==> src/rtl/unary_pkg.sv <==
// Shared types and helpers for the unary-to-binary decoder.
package unary_pkg;

  // Decoder frame state: waiting for a start strobe, or counting highs.
  typedef enum logic {
    IDLE  = 1'b0,
    COUNT = 1'b1
  } udec_state_t;

  // Number of result slots between the decoder and its consumer.
  localparam int UDEC_FIFO_DEPTH = 2;

  // Width needed to hold every count from 0 up to and including u_bits.
  function automatic int cnt_width(input int u_bits);
    return $clog2(u_bits + 1);
  endfunction

endpackage

==> src/rtl/unary_result_fifo.sv <==
// Small result buffer between the decoder and its consumer. Entry 0 is the
// head and is a plain register, so the consumer sees registered data/valid.
// Up to two values can arrive in one cycle (a frame ending plus a zero-length
// frame starting on the same cycle); they are stored in order, and any value
// that finds no free slot after this cycle's pop is silently discarded.
module unary_result_fifo #(
  parameter int WIDTH = 5,
  parameter int DEPTH = 2
) (
  input  logic             clk,
  input  logic             reset_n,
  input  logic             push_a,
  input  logic [WIDTH-1:0] data_a,
  input  logic             push_b,
  input  logic [WIDTH-1:0] data_b,
  input  logic             pop,
  output logic [WIDTH-1:0] head_data,
  output logic             head_valid,
  output logic             full,
  output logic             empty
);

  logic [DEPTH-1:0] valid_q;
  logic [DEPTH-1:0] valid_d;
  logic [WIDTH-1:0] data_q [DEPTH];
  logic [WIDTH-1:0] data_d [DEPTH];

  // Contents after the optional pop, before any push is placed.
  logic [DEPTH-1:0] shift_valid;
  logic [WIDTH-1:0] shift_data [DEPTH];

  logic pop_ok;
  logic placed_a;
  logic placed_b;

  // A pop is only meaningful when the head holds a value.
  assign pop_ok = pop & valid_q[0];

  // Popping moves every entry one slot toward the head; the tail is zeroed so
  // an empty head always reads as zero.
  generate
    for (genvar gi = 0; gi < DEPTH; gi++) begin : g_shift
      if (gi == DEPTH - 1) begin : g_tail
        assign shift_valid[gi] = pop_ok ? 1'b0 : valid_q[gi];
        assign shift_data[gi]  = pop_ok ? '0   : data_q[gi];
      end else begin : g_body
        assign shift_valid[gi] = pop_ok ? valid_q[gi+1] : valid_q[gi];
        assign shift_data[gi]  = pop_ok ? data_q[gi+1]  : data_q[gi];
      end
    end
  endgenerate

  // Place push_a then push_b into the first free slots; occupied slots are
  // contiguous from the head, so the first free slot is the next in order.
  always_comb begin
    valid_d  = shift_valid;
    placed_a = 1'b0;
    placed_b = 1'b0;
    for (int i = 0; i < DEPTH; i++) begin
      data_d[i] = shift_data[i];
    end
    if (push_a) begin
      for (int i = 0; i < DEPTH; i++) begin
        if (!placed_a && !valid_d[i]) begin
          valid_d[i] = 1'b1;
          data_d[i]  = data_a;
          placed_a   = 1'b1;
        end
      end
    end
    if (push_b) begin
      for (int i = 0; i < DEPTH; i++) begin
        if (!placed_b && !valid_d[i]) begin
          valid_d[i] = 1'b1;
          data_d[i]  = data_b;
          placed_b   = 1'b1;
        end
      end
    end
  end

  // Storage registers; reset empties the buffer and zeroes the head.
  always_ff @(posedge clk or negedge reset_n) begin
    if (!reset_n) begin
      valid_q <= '0;
      for (int i = 0; i < DEPTH; i++) begin
        data_q[i] <= '0;
      end
    end else begin
      valid_q <= valid_d;
      for (int i = 0; i < DEPTH; i++) begin
        data_q[i] <= data_d[i];
      end
    end
  end

  assign head_data  = data_q[0];
  assign head_valid = valid_q[0];
  assign full       = &valid_q;
  assign empty      = ~valid_q[0];

endmodule

==> src/rtl/unary_decoder.sv <==
// Converts a framed unary stream (N consecutive highs, first one flagged by
// start) back to a binary count and hands it to the consumer through a
// valid/ready interface backed by a two-entry result buffer.
module unary_decoder
  import unary_pkg::*;
#(
  parameter int  U_BITS = 16,
  localparam int CNT_W  = cnt_width(U_BITS)
) (
  input  logic             clk,
  input  logic             reset_n,
  input  logic             start,
  input  logic             in,
  output logic [CNT_W-1:0] out_value,
  output logic             out_valid,
  input  logic             out_ready,
  output logic             busy,
  output logic             err_sat,
  output logic             err_drop,
  output logic             err_proto,
  input  logic             clear_err
);

  localparam logic [CNT_W-1:0] U_MAX = CNT_W'(U_BITS);
  localparam logic [CNT_W-1:0] ONE   = CNT_W'(1);

  udec_state_t      state_q, state_d;
  logic [CNT_W-1:0] count_q, count_d;
  logic             err_sat_q, err_sat_d;
  logic             err_drop_q, err_drop_d;
  logic             err_proto_q, err_proto_d;

  // Completed results for this cycle; push_a is always the older of the two.
  logic             push_a, push_b;
  logic [CNT_W-1:0] data_a, data_b;
  logic             sat_evt, proto_evt, drop_evt;

  logic             pop;
  logic             fifo_full, fifo_empty;
  logic [1:0]       occ, n_push, room;

  // Frame FSM: decide next state/count and which results complete this cycle.
  always_comb begin
    state_d   = state_q;
    count_d   = count_q;
    push_a    = 1'b0;
    data_a    = '0;
    push_b    = 1'b0;
    data_b    = '0;
    sat_evt   = 1'b0;
    proto_evt = 1'b0;
    unique case (state_q)
      IDLE: begin
        // Without start the stream is ignored.
        if (start) begin
          if (in) begin
            count_d = ONE;
            state_d = COUNT;
          end else begin
            push_a = 1'b1;
          end
        end
      end
      COUNT: begin
        if (!in) begin
          // Frame end. A start on this same cycle is a legal back-to-back
          // start; its first bit is low, so it is a zero-length frame.
          push_a  = 1'b1;
          data_a  = count_q;
          state_d = IDLE;
          count_d = '0;
          if (start) begin
            push_b = 1'b1;
          end
        end else if (start) begin
          // Start while the frame is still high: close out what was counted
          // so far and begin a new frame with this cycle's high.
          proto_evt = 1'b1;
          push_a    = 1'b1;
          data_a    = count_q;
          count_d   = ONE;
        end else if (count_q == U_MAX) begin
          sat_evt = 1'b1;
        end else begin
          count_d = count_q + ONE;
        end
      end
      default: begin
        state_d = IDLE;
        count_d = '0;
      end
    endcase
  end

  // A result is dropped when more values complete than there is room for
  // after this cycle's pop; the buffer keeps the older ones.
  always_comb begin
    occ      = fifo_full ? 2'd2 : (fifo_empty ? 2'd0 : 2'd1);
    n_push   = {1'b0, push_a} + {1'b0, push_b};
    room     = 2'd2 - occ + {1'b0, pop};
    drop_evt = n_push > room;
  end

  // Sticky error flags: a new event wins over a coincident clear.
  always_comb begin
    err_sat_d   = (err_sat_q   & ~clear_err) | sat_evt;
    err_drop_d  = (err_drop_q  & ~clear_err) | drop_evt;
    err_proto_d = (err_proto_q & ~clear_err) | proto_evt;
  end

  // State, counter and error flag registers.
  always_ff @(posedge clk or negedge reset_n) begin
    if (!reset_n) begin
      state_q     <= IDLE;
      count_q     <= '0;
      err_sat_q   <= 1'b0;
      err_drop_q  <= 1'b0;
      err_proto_q <= 1'b0;
    end else begin
      state_q     <= state_d;
      count_q     <= count_d;
      err_sat_q   <= err_sat_d;
      err_drop_q  <= err_drop_d;
      err_proto_q <= err_proto_d;
    end
  end

  assign pop = out_valid & out_ready;

  unary_result_fifo #(
    .WIDTH (CNT_W),
    .DEPTH (UDEC_FIFO_DEPTH)
  ) u_fifo (
    .clk        (clk),
    .reset_n    (reset_n),
    .push_a     (push_a),
    .data_a     (data_a),
    .push_b     (push_b),
    .data_b     (data_b),
    .pop        (pop),
    .head_data  (out_value),
    .head_valid (out_valid),
    .full       (fifo_full),
    .empty      (fifo_empty)
  );

  assign busy      = (state_q == COUNT);
  assign err_sat   = err_sat_q;
  assign err_drop  = err_drop_q;
  assign err_proto = err_proto_q;

endmodule

==> config.mk <==
export PLATFORM = sky130hd
export DESIGN_NAME = unary_decoder
export DESIGN_NICKNAME = d
export VERILOG_FILES = /design/src/rtl/unary_pkg.sv /design/src/rtl/unary_result_fifo.sv /design/src/rtl/unary_decoder.sv
export SDC_FILE = /design/constraint.sdc
export NUM_CORES = 1
export LEC_CHECK = 0
export BUFFER_PORTS_ARGS = -buffer_cell sky130_fd_sc_hd__buf_4
export CAP_MARGIN = 40
export CORE_UTILIZATION = 61
export CTS_CLUSTER_DIAMETER = 80
export CTS_CLUSTER_SIZE = 28
export DETAILED_ROUTE_END_ITERATION = 8
export GPL_ROUTABILITY_DRIVEN = 1
export PLACE_DENSITY = 0.83
export RECOVER_POWER = 50
export REMOVE_ABC_BUFFERS = 1
export SKIP_LAST_GASP = 1
export SLEW_MARGIN = 20
export SYNTH_ARGS = -nofsm -noshare
export SYNTH_HDL_FRONTEND = slang
export SYNTH_SLANG_ARGS = --single-unit
==> constraint.sdc <==
create_clock -name clk -period 4.69 [get_ports clk]
set_clock_uncertainty 0.1 [all_clocks]
set_input_delay 0.469 -clock clk [delete_from_list [all_inputs] [get_ports clk]]
set_output_delay 0.469 -clock clk [all_outputs]
set_load 0.01 [all_outputs]
* Word level (Yosys, flattened, before mapping)
Index checks and enable logic that the tools add are counted.
** Storage, ports and cells
- Flip-flop bits (word level) :: 21
- Output and inout bits :: 10
- Word-level logic and storage cells :: 80
** Cells by class
- Add/subtract/negate cells :: 4
- $lt $le $gt $ge :: 1
- Eq/ne operators :: 4
- Multiplexer cells :: 45
- Bitwise logic cells :: 10
- Reductions and logical operators :: 8
** Operators with widths (count)
- $mux W5 :: 14
- $mux W1 :: 23
- $mux W10 :: 2
- $pmux W5 S2 :: 1
- $mux W2 :: 3
- $add A5 B1 Y5 const B :: 1
- $and A1 B1 Y1 :: 5
- $eq A5 B5 Y1 const B :: 1
- $logic_not A1 Y1 :: 4
- $ne A2 B2 Y1 const B :: 2
- $ne A4 B4 Y1 const B :: 1
- $pmux W1 S2 :: 2
- $or A1 B1 Y1 :: 3
- $reduce_and A3 Y1 :: 1
- $add A1 B1 Y2 :: 1
- $add A2 B1 Y2 :: 1
- $gt A2 B2 Y1 :: 1
- $logic_and A1 B1 Y1 :: 2
- $not A1 Y1 :: 2
- $reduce_and A2 Y1 :: 1
- $sub A2 B2 Y2 const A :: 1

* Longest topological paths before layout
- Word-level depth :: 15
- Gate-level depth with buffers :: 8
- Gate-level depth less buffers :: 7

* Modules after synthesis
Synthesis repeated with hierarchy kept, for this count alone.
** Unflattened totals
- Cell total of the unflattened synthesis :: 141
- Area, all modules :: 1415.1 um2
** Modules (own cells, without submodules)
- unary_result_fifo :: times used 1, cells an instance 64, area each 749.5 um2, seq. area each 300.3 um2
- unary_decoder :: times used 1, cells an instance 77, area each 665.6 um2, seq. area each 225.2 um2

* Least setup slack after synthesis
OpenSTA, ideal clock, no wires.
- Path kind :: reg2reg
- Start point :: register u_fifo.valid_q[0]
- End point :: register err_drop_q (netlist: err_drop)
- Library setup time :: 129 ps
- Arrival time :: 1607 ps
- Data required time :: 4461 ps
- Setup slack :: 2855 ps
- Stages on the path, launching flop included :: 9
- Clock period less this slack :: 1835 ps
- Cell sequence :: dfrtp_1 > buf_4 > and2b_1 > ha_1 > xnor2_1 > ha_1 > nor2b_1 > o21ai_0 > o21ai_0
** Between the ends
- Longest elaborated chain between the ends :: 6
- Elaborated cells between the ends (all ways) :: 8
- Those cells by class :: 2 x add/sub; 1 x order compare; 2 x mux; 2 x bitwise; 1 x reduce/logical
** Ends and longest elaborated chain
- from (decl) :: RTL line unary_result_fifo.sv:23 : logic [DEPTH-1:0] valid_q;
- from (signal assigned) :: RTL line unary_result_fifo.sv:90 : valid_q <= valid_d;
- $mux W1 or $reduce_and A2 Y1 (tied branches) :: RTL line unary_decoder.sv:98, unary_result_fifo.sv:99
- $mux W2 :: RTL line unary_decoder.sv:98 : occ = fifo_full ? 2'd2 : (fifo_empty ? 2'd0 : 2'd1);
- $sub A2 B2 Y2 :: RTL line unary_decoder.sv:100 : room = 2'd2 - occ + {1'b0, pop};
- $add A2 B1 Y2 * :: RTL line unary_decoder.sv:100
- $gt A2 B2 Y1 * :: RTL line unary_decoder.sv:101 : drop_evt = n_push > room;
- $or A1 B1 Y1 * :: RTL line unary_decoder.sv:107 : err_drop_d = (err_drop_q & ~clear_err) | drop_evt;
- net err_drop_d :: RTL line unary_decoder.sv:30 : logic err_drop_q, err_drop_d;
- to (signal assigned) :: RTL line unary_decoder.sv:123 : err_drop_q <= err_drop_d;
- to (decl) :: RTL line unary_decoder.sv:30
The timed path passes the listed nets; every way through them passes the cells marked *.
A chain may end at the register's enable or synchronous reset.

* Final worst setup path
Same ends and word-level chain as after synthesis.

==> out/metrics.cfg <==
[detailed_routing]
drc=0
drt-total-wl_um=2470
viasPerCell=5.85
drt_iter0_drc=19
postRouteAntennaNets=0
vias=959
wire_per_inst_um=15.1
dr.pass1.iters=4

[yosys]
ys_top_cells_by_area=dfrtp_1, ha_1, mux2i_1, buf_4, o21ai_0
synth-edff-count=0
syn_inst=128
syn_area_mm2=0.00131
yosys.area.top_type=dfrtp_1
avgSynthCellArea_um2=10.2
ys_types=39
synth_ff_type=dfrtp_1
synth_top_area_share_pct=40.2
async_flop_share_pct=100
yosys_register_bits=21
ys_warn_count=0
yosysSeqAreaShare_pct=40.2

[critical_path]
end_kind=flop
arrival_ps=2100
crit_type=flop to flop
max_stage_delay_ps=560
crit_path_cell_trace=nand2_4 -> ha_1 -> xnor2_1 -> ha_1 -> nor2b_1 -> o21ai_0 -> o21ai_0
startpoint_type=flop
required_ps=4780
cpMaxStageDelayCell=dfrtp_1
cp_max_fo=8

[hold_path]
worstHoldPathType=input port to flop

[clock_network]
path_clk_slew_ps=110
cts.sinks=21
cts_tree=done
postCtsSetupRepairBufs=0
cts-resized-gates=0
clock-root-buffer=clkbuf_4
cts_max_level=1
clock_latency_ps=300
cts_buffers=3
clockBufferDepth=2

[global_routing]
antenna_found_initial=0
grt.overflow.total=0
grt_pass1_vias=916
gr-usage-all-layers_pct=24.0
grt_max_degree=22
grt_pass1_wl_um=4330

[die]
die_area_mm2=0.00233
rows=16
fp.coreArea_mm2=0.00198
start_util_pct=66.0
die_w_um=48.3
io_pins=16
die_h_um=48.3

[sta]
finalCritPeriodShare_pct=42.7
setup_tns_ps=0
finalHoldViolations=0
maxSlewViolCount=0
holdWs_ps=249
fin_crit_ps=2000
relSlewSlack_pct=24.4
rsz0062_at_grt=false
worst_pin_slew_ps=1130
setup_viol_count_final=0
fmax_mhz=499

[finish]
fill_cells=158
diodes=0
areaGrowthSynthToFinish_pct=5.16
fin_nets=149
register_area_um2=526
drive_above_1_share_pct=18.2
multi_input_area_um2=638

[pwr]
peakVddDrop_mv=0.281
leakage_nw=0.657
p_per_area_mw_per_mm2=316

[outcome]
status=complete, no violations

[flow_run]
cap_violations=0

[place]
portBuffers=15
dpl.hpwl_um=1830
gp_congestion=0.801

Yosys cell counts (2+ instances only):
cell	n
nand3_1	7
inv_2	2
nand2_1	12
nor3_1	2
inv_1	8
ha_1	5
nor2_1	6
a32o_1	2
a21oi_1	6
buf_4	7
mux2i_1	6
dfrtp_1	21
o31ai_1	5
o21ai_0	9
o211ai_1	2
buf_6	4
xnor2_1	2
final cells by class:
| cell class | count | area share (%) |
|---|---|---|
| clock buffers | 4 | 1.91 |
| inverters | 10 | 2.73 |
| multi-input cells | 86 | 46.4 |
| flip-flops and latches | 21 | 38.2 |
| well taps | 27 | 2.45 |
| repair buffers | 16 | 8.36 |
registers in the layout (all words and copies together) (netlist names):
signal / flops
busy: 1
count_q: 5
err_drop: 1
err_proto: 1
err_sat: 1
u_fifo.data_q: 5
u_fifo.head_data: 5
u_fifo.valid_q: 2
layout by cell type (no fill, tap or decap), drive strengths merged:
cell type,n
o22ai,1
o41ai,1
nor2,6
o211ai,3
dlygate4sd3,1
nand2,13
dfrtp,21
and4bb,1
mux2,2
a22oi,1
nand3,7
o2bb2ai,1
xnor2,2
inv,10
o41a,1
a32o,2
xor2,1
nor3,2
and2b,1
a21bo,1
and3,1
o21bai,1
nand3b,1
o32ai,1
nor2b,1
nand4b,1
clkbuf,6
ha,5
mux2i,6
a21oi,7
o31ai,5
o21ai,10
a22o,1
buf,13
metal layers:
layer,GRT usage [%],vias up,part of all wire [%]
met2,39.2,22,48
met4,10.3,0,1.9
met5,0,-,0
met1,31.9,458,47
met3,3.46,6,3.0
li1,-,473,-
report_power, final:
group | switching [mW] | internal, mW | leakage (nW)
Combinational | 0.0724 | 0.0567 | 0.363
Sequential | 0.0219 | 0.196 | 0.279
Clock | 0.0547 | 0.0332 | 0.0150
Total | 0.149 | 0.286 | 0.657
path summary, 6_finish.rpt:
check | startpoint | to | slack (ps) | depth (start not counted)
setup reg to reg | u_fifo.valid_q[0]$_DFF_PN0_ | err_drop$_DFF_PN0_ | 2690 | 7
max in group asynchronous | reset_n | u_fifo.head_data[3]$_DFF_PN0_ | 3030 | 2
hold reg to reg | u_fifo.data_q[0]$_DFF_PN0_ | u_fifo.data_q[0]$_DFF_PN0_ | 420 | 2
hold / removal | clear_err | err_drop$_DFF_PN0_ | 250 | 2
setup / recovery | u_fifo.valid_q[0]$_DFF_PN0_ | err_drop$_DFF_PN0_ | 2690 | 7
min in group asynchronous | reset_n | u_fifo.head_data[4]$_DFF_PN0_ | 790 | 2
critical path, delay by kind of cell (launching register included):
| kind | cells | cell delay [ps] |
|---|---|---|
| XOR/XNOR | 1 | 190 |
| flip-flops | 1 | 560 |
| adder cells (fa/ha/maj) | 2 | 520 |
| AND/OR/NAND/NOR | 2 | 300 |
| AO/OA/AOI/OAI | 2 | 230 |
stage by stage:
stage               area [um^2]  cells  util (%)  setup slack [ps]  power, mW
floorplan                  1210    117         -              2850      0.303
CTS                        1390    164      70.3              2700      0.438
global placement           1360    159      68.5              2810      0.343
global route               1380    164      69.4              2520      0.460
finish                     1380    164      69.4              2690      0.435
detailed placement         1360    159      68.5              2700      0.352
kinds of logic (layout without fill, tap and decap cells):
family	count (synthesis)	count (layout)	share of synthesized area [%]
muxes	8	8	6.31
adders and majority gates	5	5	4.78
DFF	21	21	40.2
buffers and inverters	21	30	10.3
xor gates and xnor gates	3	3	2.01
and+or+nand+nor	34	34	14.6
AOI/OAI and AO/OA	36	36	21.8
what timing repair did:
item,in CTS,in global routing
hold endpoints to repair,21,0
setup endpoints to repair,0,0
hold buffers,1,0
No activity file was read; power rests on OpenSTA's default activity.
